[config.mk]
export PLATFORM = sky130hd
export DESIGN_NAME = idu_pipe_flat
export DESIGN_NICKNAME = d
export VERILOG_FILES = /design/src/rtl/idu_pipe_if.sv /design/src/rtl/idu_pipe.sv /design/src/flat_wrapper.sv
export SDC_FILE = /design/constraint.sdc
export NUM_CORES = 1
export LEC_CHECK = 0
export ABC_AREA = 1
export CORE_MARGIN = 1.5
export CORE_UTILIZATION = 40
export CTS_BUF_LIST = sky130_fd_sc_hd__clkbuf_2
export DETAILED_ROUTE_END_ITERATION = 10
export PLACE_DENSITY = 0.8
export RECOVER_POWER = 100
export SYNTH_ARGS = -nofsm -noshare
export SYNTH_HDL_FRONTEND = slang
export SYNTH_SLANG_ARGS = --single-unit
[constraint.sdc]
create_clock -name clk -period 4.1 [get_ports clk]
set_clock_uncertainty 0.1 [all_clocks]
set_input_delay 0.615 -clock clk [delete_from_list [all_inputs] [get_ports clk]]
set_output_delay 0.615 -clock clk [all_outputs]
set_load 0.02 [all_outputs]
[src/rtl/idu_pipe_if.sv]
// Decode-stage bundle: IF handshake, RegFile read ports, EX/MEM feedback, redirect and ID/EX outputs.
interface idu_pipe_if #(
   parameter int DATA_W  = 32,
   parameter int RADDR_W = 5,
   parameter int OP_W    = 5
);
   logic               if_valid;
   logic               if_ready;
   logic [DATA_W-1:0]  if_pc;
   logic [31:0]        if_inst;
   logic [RADDR_W-1:0] rega_addr;
   logic [RADDR_W-1:0] regb_addr;
   logic [DATA_W-1:0]  rega_data_i;
   logic [DATA_W-1:0]  regb_data_i;
   logic [DATA_W-1:0]  ex_result;
   logic               mem_wr;
   logic [RADDR_W-1:0] mem_waddr;
   logic [DATA_W-1:0]  mem_result;
   logic               j_ce;
   logic [DATA_W-1:0]  j_addr;
   logic               ex_valid;
   logic               ex_ready_i;
   logic [OP_W-1:0]    ex_op;
   logic [DATA_W-1:0]  ex_rega;
   logic [DATA_W-1:0]  ex_regb;
   logic [DATA_W-1:0]  ex_store;
   logic               ex_wr;
   logic [RADDR_W-1:0] ex_waddr;
   logic               ex_load;
   logic               ex_storeen;

   modport master (
      output if_valid, if_pc, if_inst, rega_data_i, regb_data_i, ex_result,
             mem_wr, mem_waddr, mem_result, ex_ready_i,
      input  if_ready, rega_addr, regb_addr, j_ce, j_addr, ex_valid, ex_op,
             ex_rega, ex_regb, ex_store, ex_wr, ex_waddr, ex_load, ex_storeen
   );

   modport slave (
      input  if_valid, if_pc, if_inst, rega_data_i, regb_data_i, ex_result,
             mem_wr, mem_waddr, mem_result, ex_ready_i,
      output if_ready, rega_addr, regb_addr, j_ce, j_addr, ex_valid, ex_op,
             ex_rega, ex_regb, ex_store, ex_wr, ex_waddr, ex_load, ex_storeen
   );
endinterface

[src/rtl/idu_pipe.sv]
// MIPS decode stage: one instruction per cycle, branches resolved in ID, registered ID/EX output.
// Define IDU_FWD_EN for EX/MEM forwarding; without it every RAW hazard stalls until the writer retires.
module idu_pipe #(
   parameter int DATA_W  = 32,
   parameter int RADDR_W = 5,
   parameter int OP_W    = 5
) (
   input  logic       clk,
   input  logic       rst,
   idu_pipe_if.slave  bus
);
   localparam logic [5:0] OPC_R = 6'h00, OPC_J = 6'h02, OPC_JAL = 6'h03, OPC_BEQ = 6'h04,
                          OPC_BNE = 6'h05, OPC_ADDI = 6'h08, OPC_ANDI = 6'h0C, OPC_ORI = 6'h0D,
                          OPC_XORI = 6'h0E, OPC_LUI = 6'h0F, OPC_LW = 6'h23, OPC_SW = 6'h2B;
   localparam logic [5:0] FN_SLL = 6'h00, FN_SRL = 6'h02, FN_SRA = 6'h03, FN_ADD = 6'h20,
                          FN_SUB = 6'h22, FN_AND = 6'h24, FN_OR = 6'h25, FN_XOR = 6'h26,
                          FN_SLT = 6'h2A;

   logic [5:0]         opcode, funct;
   logic [RADDR_W-1:0] rs, rt, rd;
   logic [4:0]         shamt;
   logic [15:0]        imm;
   logic [DATA_W-1:0]  sext_imm, zext_imm, a_val, b_val;
   logic               is_shift, use_rs, use_rt, ex_hit_a, ex_hit_b, mem_hit_a, mem_hit_b;
   logic               stall, rdy, fire, taken;

   logic [OP_W-1:0]    d_op;
   logic [DATA_W-1:0]  d_a, d_b, d_store;
   logic [RADDR_W-1:0] d_dst;
   logic               d_wr, d_load, d_sten;

   logic               ex_valid_q, ex_wr_q, ex_load_q, ex_sten_q;
   logic [OP_W-1:0]    ex_op_q;
   logic [DATA_W-1:0]  ex_a_q, ex_b_q, ex_store_q;
   logic [RADDR_W-1:0] ex_waddr_q;

   assign opcode   = bus.if_inst[31:26];
   assign rs       = bus.if_inst[25:21];
   assign rt       = bus.if_inst[20:16];
   assign rd       = bus.if_inst[15:11];
   assign shamt    = bus.if_inst[10:6];
   assign funct    = bus.if_inst[5:0];
   assign imm      = bus.if_inst[15:0];
   assign sext_imm = {{(DATA_W-16){imm[15]}}, imm};
   assign zext_imm = {{(DATA_W-16){1'b0}}, imm};

   assign is_shift = (opcode == OPC_R) && (funct == FN_SLL || funct == FN_SRL || funct == FN_SRA);
   assign use_rs   = !(opcode == OPC_J || opcode == OPC_JAL || opcode == OPC_LUI || is_shift);
   assign use_rt   = (opcode == OPC_R || opcode == OPC_BEQ || opcode == OPC_BNE || opcode == OPC_SW);

   // r0 never carries a hazard: it is hard-wired and writers to it are squashed.
   assign ex_hit_a  = ex_valid_q && ex_wr_q && use_rs && rs != '0 && ex_waddr_q == rs;
   assign ex_hit_b  = ex_valid_q && ex_wr_q && use_rt && rt != '0 && ex_waddr_q == rt;
   assign mem_hit_a = bus.mem_wr && use_rs && rs != '0 && bus.mem_waddr == rs;
   assign mem_hit_b = bus.mem_wr && use_rt && rt != '0 && bus.mem_waddr == rt;

`ifdef IDU_FWD_EN
   assign stall = (ex_hit_a || ex_hit_b) && ex_load_q;
   assign a_val = ex_hit_a ? bus.ex_result : (mem_hit_a ? bus.mem_result : bus.rega_data_i);
   assign b_val = ex_hit_b ? bus.ex_result : (mem_hit_b ? bus.mem_result : bus.regb_data_i);
`else
   wire unused_fwd = ^{bus.ex_result, bus.mem_result};
   assign stall = ex_hit_a || ex_hit_b || mem_hit_a || mem_hit_b;
   assign a_val = bus.rega_data_i;
   assign b_val = bus.regb_data_i;
`endif

   assign rdy  = rst && !stall && (!ex_valid_q || bus.ex_ready_i);
   assign fire = bus.if_valid && rdy;

   always_comb begin
      d_op = '0; d_a = '0; d_b = '0; d_store = '0; d_dst = '0;
      d_wr = 1'b0; d_load = 1'b0; d_sten = 1'b0;
      case (opcode)
         OPC_R: begin
            d_a = a_val; d_b = b_val; d_dst = rd; d_wr = 1'b1;
            case (funct)
               FN_ADD: d_op = OP_W'(0);
               FN_SUB: d_op = OP_W'(1);
               FN_AND: d_op = OP_W'(2);
               FN_OR:  d_op = OP_W'(3);
               FN_XOR: d_op = OP_W'(4);
               FN_SLL: begin d_op = OP_W'(5); d_a = {{(DATA_W-5){1'b0}}, shamt}; end
               FN_SRL: begin d_op = OP_W'(6); d_a = {{(DATA_W-5){1'b0}}, shamt}; end
               FN_SRA: begin d_op = OP_W'(7); d_a = {{(DATA_W-5){1'b0}}, shamt}; end
               FN_SLT: d_op = OP_W'(8);
               default: d_wr = 1'b0;
            endcase
         end
         OPC_ADDI: begin d_a = a_val; d_b = sext_imm; d_dst = rt; d_wr = 1'b1; end
         OPC_ANDI: begin d_op = OP_W'(2); d_a = a_val; d_b = zext_imm; d_dst = rt; d_wr = 1'b1; end
         OPC_ORI:  begin d_op = OP_W'(3); d_a = a_val; d_b = zext_imm; d_dst = rt; d_wr = 1'b1; end
         OPC_XORI: begin d_op = OP_W'(4); d_a = a_val; d_b = zext_imm; d_dst = rt; d_wr = 1'b1; end
         OPC_LUI:  begin d_op = OP_W'(9); d_b = {zext_imm[DATA_W-17:0], 16'h0}; d_dst = rt; d_wr = 1'b1; end
         OPC_LW:   begin d_a = a_val; d_b = sext_imm; d_dst = rt; d_wr = 1'b1; d_load = 1'b1; end
         OPC_SW:   begin d_a = a_val; d_b = sext_imm; d_store = b_val; d_sten = 1'b1; end
         OPC_JAL:  begin d_a = bus.if_pc; d_b = DATA_W'(4); d_dst = RADDR_W'(31); d_wr = 1'b1; end
         OPC_BEQ, OPC_BNE: begin d_a = a_val; d_b = b_val; end
         default: ;
      endcase
      if (d_dst == '0) d_wr = 1'b0;
      if (!d_wr) d_dst = '0;
   end

   assign taken = (opcode == OPC_J) || (opcode == OPC_JAL) ||
                  (opcode == OPC_BEQ && a_val == b_val) || (opcode == OPC_BNE && a_val != b_val);

   assign bus.j_ce   = fire && taken;
   assign bus.j_addr = !(fire && taken) ? '0 :
                       (opcode == OPC_J || opcode == OPC_JAL) ?
                          {bus.if_pc[DATA_W-1:28], bus.if_inst[25:0], 2'b00} :
                          bus.if_pc + DATA_W'(4) + {sext_imm[DATA_W-3:0], 2'b00};

   always_ff @(posedge clk or negedge rst) begin
      if (!rst) begin
         ex_valid_q <= 1'b0; ex_op_q <= '0; ex_a_q <= '0; ex_b_q <= '0; ex_store_q <= '0;
         ex_wr_q <= 1'b0; ex_waddr_q <= '0; ex_load_q <= 1'b0; ex_sten_q <= 1'b0;
      end else if (fire) begin
         ex_valid_q <= 1'b1; ex_op_q <= d_op; ex_a_q <= d_a; ex_b_q <= d_b; ex_store_q <= d_store;
         ex_wr_q <= d_wr; ex_waddr_q <= d_dst; ex_load_q <= d_load; ex_sten_q <= d_sten;
      end else if (bus.ex_ready_i) begin
         ex_valid_q <= 1'b0;
      end
   end

   assign bus.if_ready   = rdy;
   assign bus.rega_addr  = rs;
   assign bus.regb_addr  = rt;
   assign bus.ex_valid   = ex_valid_q;
   assign bus.ex_op      = ex_op_q;
   assign bus.ex_rega    = ex_a_q;
   assign bus.ex_regb    = ex_b_q;
   assign bus.ex_store   = ex_store_q;
   assign bus.ex_wr      = ex_wr_q;
   assign bus.ex_waddr   = ex_waddr_q;
   assign bus.ex_load    = ex_load_q;
   assign bus.ex_storeen = ex_sten_q;
endmodule

[src/flat_wrapper.sv]
// flat-port wrapper written by rule: the top's interface ports become plain ports
module idu_pipe_flat 
#(
   parameter int DATA_W  = 32,
   parameter int RADDR_W = 5,
   parameter int OP_W    = 5
)
  (clk, rst, bus_if_valid, bus_if_pc, bus_if_inst, bus_rega_data_i, bus_regb_data_i, bus_ex_result, bus_mem_wr, bus_mem_waddr, bus_mem_result, bus_ex_ready_i, bus_if_ready, bus_rega_addr, bus_regb_addr, bus_j_ce, bus_j_addr, bus_ex_valid, bus_ex_op, bus_ex_rega, bus_ex_regb, bus_ex_store, bus_ex_wr, bus_ex_waddr, bus_ex_load, bus_ex_storeen);
  idu_pipe_if #(.DATA_W(DATA_W), .RADDR_W(RADDR_W), .OP_W(OP_W)) bus_i ();
  input  logic clk;
  input  logic rst;
  input wire logic [$bits(bus_i.if_valid)-1:0] bus_if_valid;
  input wire logic [$bits(bus_i.if_pc)-1:0] bus_if_pc;
  input wire logic [$bits(bus_i.if_inst)-1:0] bus_if_inst;
  input wire logic [$bits(bus_i.rega_data_i)-1:0] bus_rega_data_i;
  input wire logic [$bits(bus_i.regb_data_i)-1:0] bus_regb_data_i;
  input wire logic [$bits(bus_i.ex_result)-1:0] bus_ex_result;
  input wire logic [$bits(bus_i.mem_wr)-1:0] bus_mem_wr;
  input wire logic [$bits(bus_i.mem_waddr)-1:0] bus_mem_waddr;
  input wire logic [$bits(bus_i.mem_result)-1:0] bus_mem_result;
  input wire logic [$bits(bus_i.ex_ready_i)-1:0] bus_ex_ready_i;
  output wire logic [$bits(bus_i.if_ready)-1:0] bus_if_ready;
  output wire logic [$bits(bus_i.rega_addr)-1:0] bus_rega_addr;
  output wire logic [$bits(bus_i.regb_addr)-1:0] bus_regb_addr;
  output wire logic [$bits(bus_i.j_ce)-1:0] bus_j_ce;
  output wire logic [$bits(bus_i.j_addr)-1:0] bus_j_addr;
  output wire logic [$bits(bus_i.ex_valid)-1:0] bus_ex_valid;
  output wire logic [$bits(bus_i.ex_op)-1:0] bus_ex_op;
  output wire logic [$bits(bus_i.ex_rega)-1:0] bus_ex_rega;
  output wire logic [$bits(bus_i.ex_regb)-1:0] bus_ex_regb;
  output wire logic [$bits(bus_i.ex_store)-1:0] bus_ex_store;
  output wire logic [$bits(bus_i.ex_wr)-1:0] bus_ex_wr;
  output wire logic [$bits(bus_i.ex_waddr)-1:0] bus_ex_waddr;
  output wire logic [$bits(bus_i.ex_load)-1:0] bus_ex_load;
  output wire logic [$bits(bus_i.ex_storeen)-1:0] bus_ex_storeen;
  assign bus_i.if_valid = bus_if_valid;
  assign bus_i.if_pc = bus_if_pc;
  assign bus_i.if_inst = bus_if_inst;
  assign bus_i.rega_data_i = bus_rega_data_i;
  assign bus_i.regb_data_i = bus_regb_data_i;
  assign bus_i.ex_result = bus_ex_result;
  assign bus_i.mem_wr = bus_mem_wr;
  assign bus_i.mem_waddr = bus_mem_waddr;
  assign bus_i.mem_result = bus_mem_result;
  assign bus_i.ex_ready_i = bus_ex_ready_i;
  assign bus_if_ready = bus_i.if_ready;
  assign bus_rega_addr = bus_i.rega_addr;
  assign bus_regb_addr = bus_i.regb_addr;
  assign bus_j_ce = bus_i.j_ce;
  assign bus_j_addr = bus_i.j_addr;
  assign bus_ex_valid = bus_i.ex_valid;
  assign bus_ex_op = bus_i.ex_op;
  assign bus_ex_rega = bus_i.ex_rega;
  assign bus_ex_regb = bus_i.ex_regb;
  assign bus_ex_store = bus_i.ex_store;
  assign bus_ex_wr = bus_i.ex_wr;
  assign bus_ex_waddr = bus_i.ex_waddr;
  assign bus_ex_load = bus_i.ex_load;
  assign bus_ex_storeen = bus_i.ex_storeen;
  idu_pipe #(.DATA_W(DATA_W), .RADDR_W(RADDR_W), .OP_W(OP_W)) u_core (.clk(clk), .rst(rst), .bus(bus_i));
endmodule
==> impl_metrics.ini, run 1 <==
[run_status]
status = finished with violations
violations = max-capacitance violations, max-slew violations

[layout]
final_cell_mix = nand2_1, inv_1, nor2_1
nNetsFinal = 2156
fillerInstances = 2270
layout-drive-gt1-share = 0.115
layout.cells.non_filler = 2221
syn_to_final_growth_pct = 43.7
layout.cells.most_common = nand2_1

[detailed_routing]
drcViolationCount = 0
drt_iter0_markers = 1059
routed_wl_um = 40200
drt-wirelength-per-cell_um = 18.1
vias = 11500
postRouteAntennaNets = 0
dr.pass1.iters = 5
via_per_inst = 5.16

[synthesis]
synthDominantCellAreaShare = 0.288
synthCells = 1519
syn_area_um2 = 9460
ys_types = 47
synth_area_leaders = dfrtp_1, nand2_1, inv_1
synth_largest_area_cell = dfrtp_1
synthFlopType = dfrtp_1
seq_area_frac_synth = 0.288
avgSynthCellArea_um2 = 6.23
synth_nets = 1779
async_flop_share = 1.00
yosysWarnings = 0
synth-edff-count = 0
ys_ff_latch = 109

[pwr]
p_leak_nw = 7.43
powerDensity_nw_per_um2 = 223
vdd_drop_max_mv = 0.158
p_total_mw = 3.04

[run]
max_cap_violations = 2

[setup_path]
start_kind = primary input
crit_arrival_ns = 3.30
max_stage_delay_ns = 0.61
cp.required_ns = 3.38
path_class = primary input to primary output
cp_max_fo = 27
crit_path_frequent_cell = nor2_1
worst_path_max_delay_cell = clkdlybuf4s50_1
path_cells = clkdlybuf4s50_1 > buf_4 > nor2_1 > o211ai_1 > nor2_4 > nor2_1 > nand2_4 > nand3_4 > nor2_8 > nand2_8 > nor2_1 > clkdlybuf4s50_1
worst_setup_path_end_kind = primary output

[cts]
insertion_delay_ns = 0.62
max-clock-path-buffers = 2
cts-buffers-inserted = 9
cts_tree = yes
clk_pin_slew_ns = 0.28
cts-root-buf = clkbuf_2
h-tree-depth = 3
clock_sinks = 109

[global_routing]
grt_first_pass_wirelength_um = 59800
grt_max_degree = 161
grt_pass1_vias = 10800
grt_use_total = 0.321
overflow = 0
antenna_found_initial = 1

[sta]
worst_slew_pin_slew_ns = 2.82
finalCritPeriodShare = 0.978
min_period_ns = 4.01
setup_tns_ns = 0
drv_slew = 271
relSlewSlack = -0.877
holdWs_ns = 0.416
fmax_ghz = 0.249
setup_viol = 0
final-hold-violation-count = 0

[die]
core_area_um2 = 23300
initial_core_util = 0.406
rows = 56
die_x_um = 157
pin_count = 356
dieHeight_um = 157
die-area_um2 = 24600

[place]
gp_congestion = 0.923
portBuffers = 290
hpwl_um = 32500
dp.cells = 2202

[worst_hold_path]
hold_class = flip-flop to flip-flop
[through the flow]
stage          setup slack [ns]   util  instance area (um^2)
2_1_floorplan             0.781      -                  9460
3_3_place_gp             -0.452  0.576                 13400
3_5_place_dp             -0.420  0.576                 13400
4_1_cts                 0.00404  0.582                 13600
5_1_grt                 -0.0186  0.583                 13600
6_report                 0.0885  0.583                 13600
[kinds of logic (layout without fill, tap and decap cells)]
family	Yosys count	count (layout)	share of synthesized area
other cells	1	2	0.000396
simple gates	852	852	0.368
xor+xnor	21	21	0.0194
compound gates	210	210	0.125
flops	109	109	0.288
buf+inv	268	650	0.121
fa+ha+maj	58	58	0.0775
[cell type report]
| cell class | count | area, um^2 | area share |
|---|---|---|---|
| Clock inverter | 7 | 58.8 | 0.00432 |
| Antenna cell | 1 | 2.50 | 0.000184 |
| Multi-Input combinational cell | 1142 | 5800 | 0.426 |
| Tap cell | 319 | 399 | 0.0293 |
| Timing Repair Buffer | 422 | 3780 | 0.278 |
| Inverter | 212 | 796 | 0.0585 |
| Sequential cell | 109 | 2730 | 0.200 |
| Clock buffer | 9 | 45.0 | 0.00331 |
[flip-flops by register name, summed over array words and instances (netlist names)]
signal and cells:
u_core.bus.ex_rega 32, u_core.bus.ex_regb 32, u_core.bus.ex_store 32, u_core.bus.ex_waddr 5, u_core.bus.ex_op 4, u_core.bus.ex_load 1, u_core.bus.ex_storeen 1, u_core.bus.ex_valid 1
u_core.bus.ex_wr 1
[worst paths after layout]
path / startpoint / end / slack (ns) / cells past startpoint
worst max-delay path: bus_if_inst[4] / bus_j_addr[0] / 0.09 / 12
min in group asynchronous: rst / u_core.bus.ex_store[0]$_DFFE_PN0P_ / 1.71 / 3
worst min register to register: u_core.bus.ex_store[25]$_DFFE_PN0P_ / u_core.bus.ex_store[25]$_DFFE_PN0P_ / 0.42 / 2
max in group asynchronous: rst / u_core.bus.ex_store[23]$_DFFE_PN0P_ / 0.55 / 3
worst min-delay path: u_core.bus.ex_store[25]$_DFFE_PN0P_ / u_core.bus.ex_store[25]$_DFFE_PN0P_ / 0.42 / 2
worst max register to register: u_core.bus.ex_waddr[1]$_DFFE_PN0P_ / u_core.bus.ex_rega[17]$_DFFE_PN0P_ / 0.57 / 10
[report_power, final]
part / internal [mW] / switching (mW)
Clock: 0.0899 / 0.400
Sequential: 1.13 / 0.0354
Combinational: 0.590 / 0.788
[worst max-delay path, delay by kind of cell]
family | cells | cell delay [ns]
AOI/OAI and AO/OA | 1 | 0.26
buffers and inverters | 3 | 1.29
and+or+nand+nor | 8 | 1.11
[synth_stat cells (3+ instances only)]
cell type  number
clkbuf_1       22
ha_1           57
dfrtp_1       109
a21oi_1        43
a22oi_1        12
a22o_1          3
nor2_1        184
nand2_1       552
buf_2           7
nor2_4          4
buf_4          19
o22ai_1        13
o211ai_1        3
and2_1          6
nor3_1         10
a31oi_1        19
o2bb2ai_1       5
xor2_1          8
o21ai_1        40
o21ai_0        63
inv_1         209
or2_2           4
buf_6           8
nand3_1        61
nand3_2         3
xnor2_1        13
o21bai_1        4
nand4_1        14
[routing by layer]
metal  GRT usage  routed length (um)  vias to the layer above
met5           0                   0                        -
met2       0.504               17700                      607
li1            -                   -                     5533
met4       0.141                1960                        0
met3      0.0518                3570                      127
met1       0.434               17000                     5186
[repair_timing]
item	CTS	global route
pin swaps	0	5
setup buffers	0	1
resized for setup	46	74
hold endpoints to repair	16	0
setup endpoints to repair	26	31
hold buffers	1	0
(Power assumes the default switching activity.)
==> run 2, diff against run 1 <==
SLEW_MARGIN = 5   (was not set)
==> results of run 2 <==
The final DEF is identical to that of run 1; final timing and power are the same.
==> run 3, diff against run 2 <==
HOLD_SLACK_MARGIN = 0.06   (was not set)
SLEW_MARGIN = 20   (was 5)
==> results of run 3 <==
The final DEF is identical to that of run 1; final timing and power are the same.
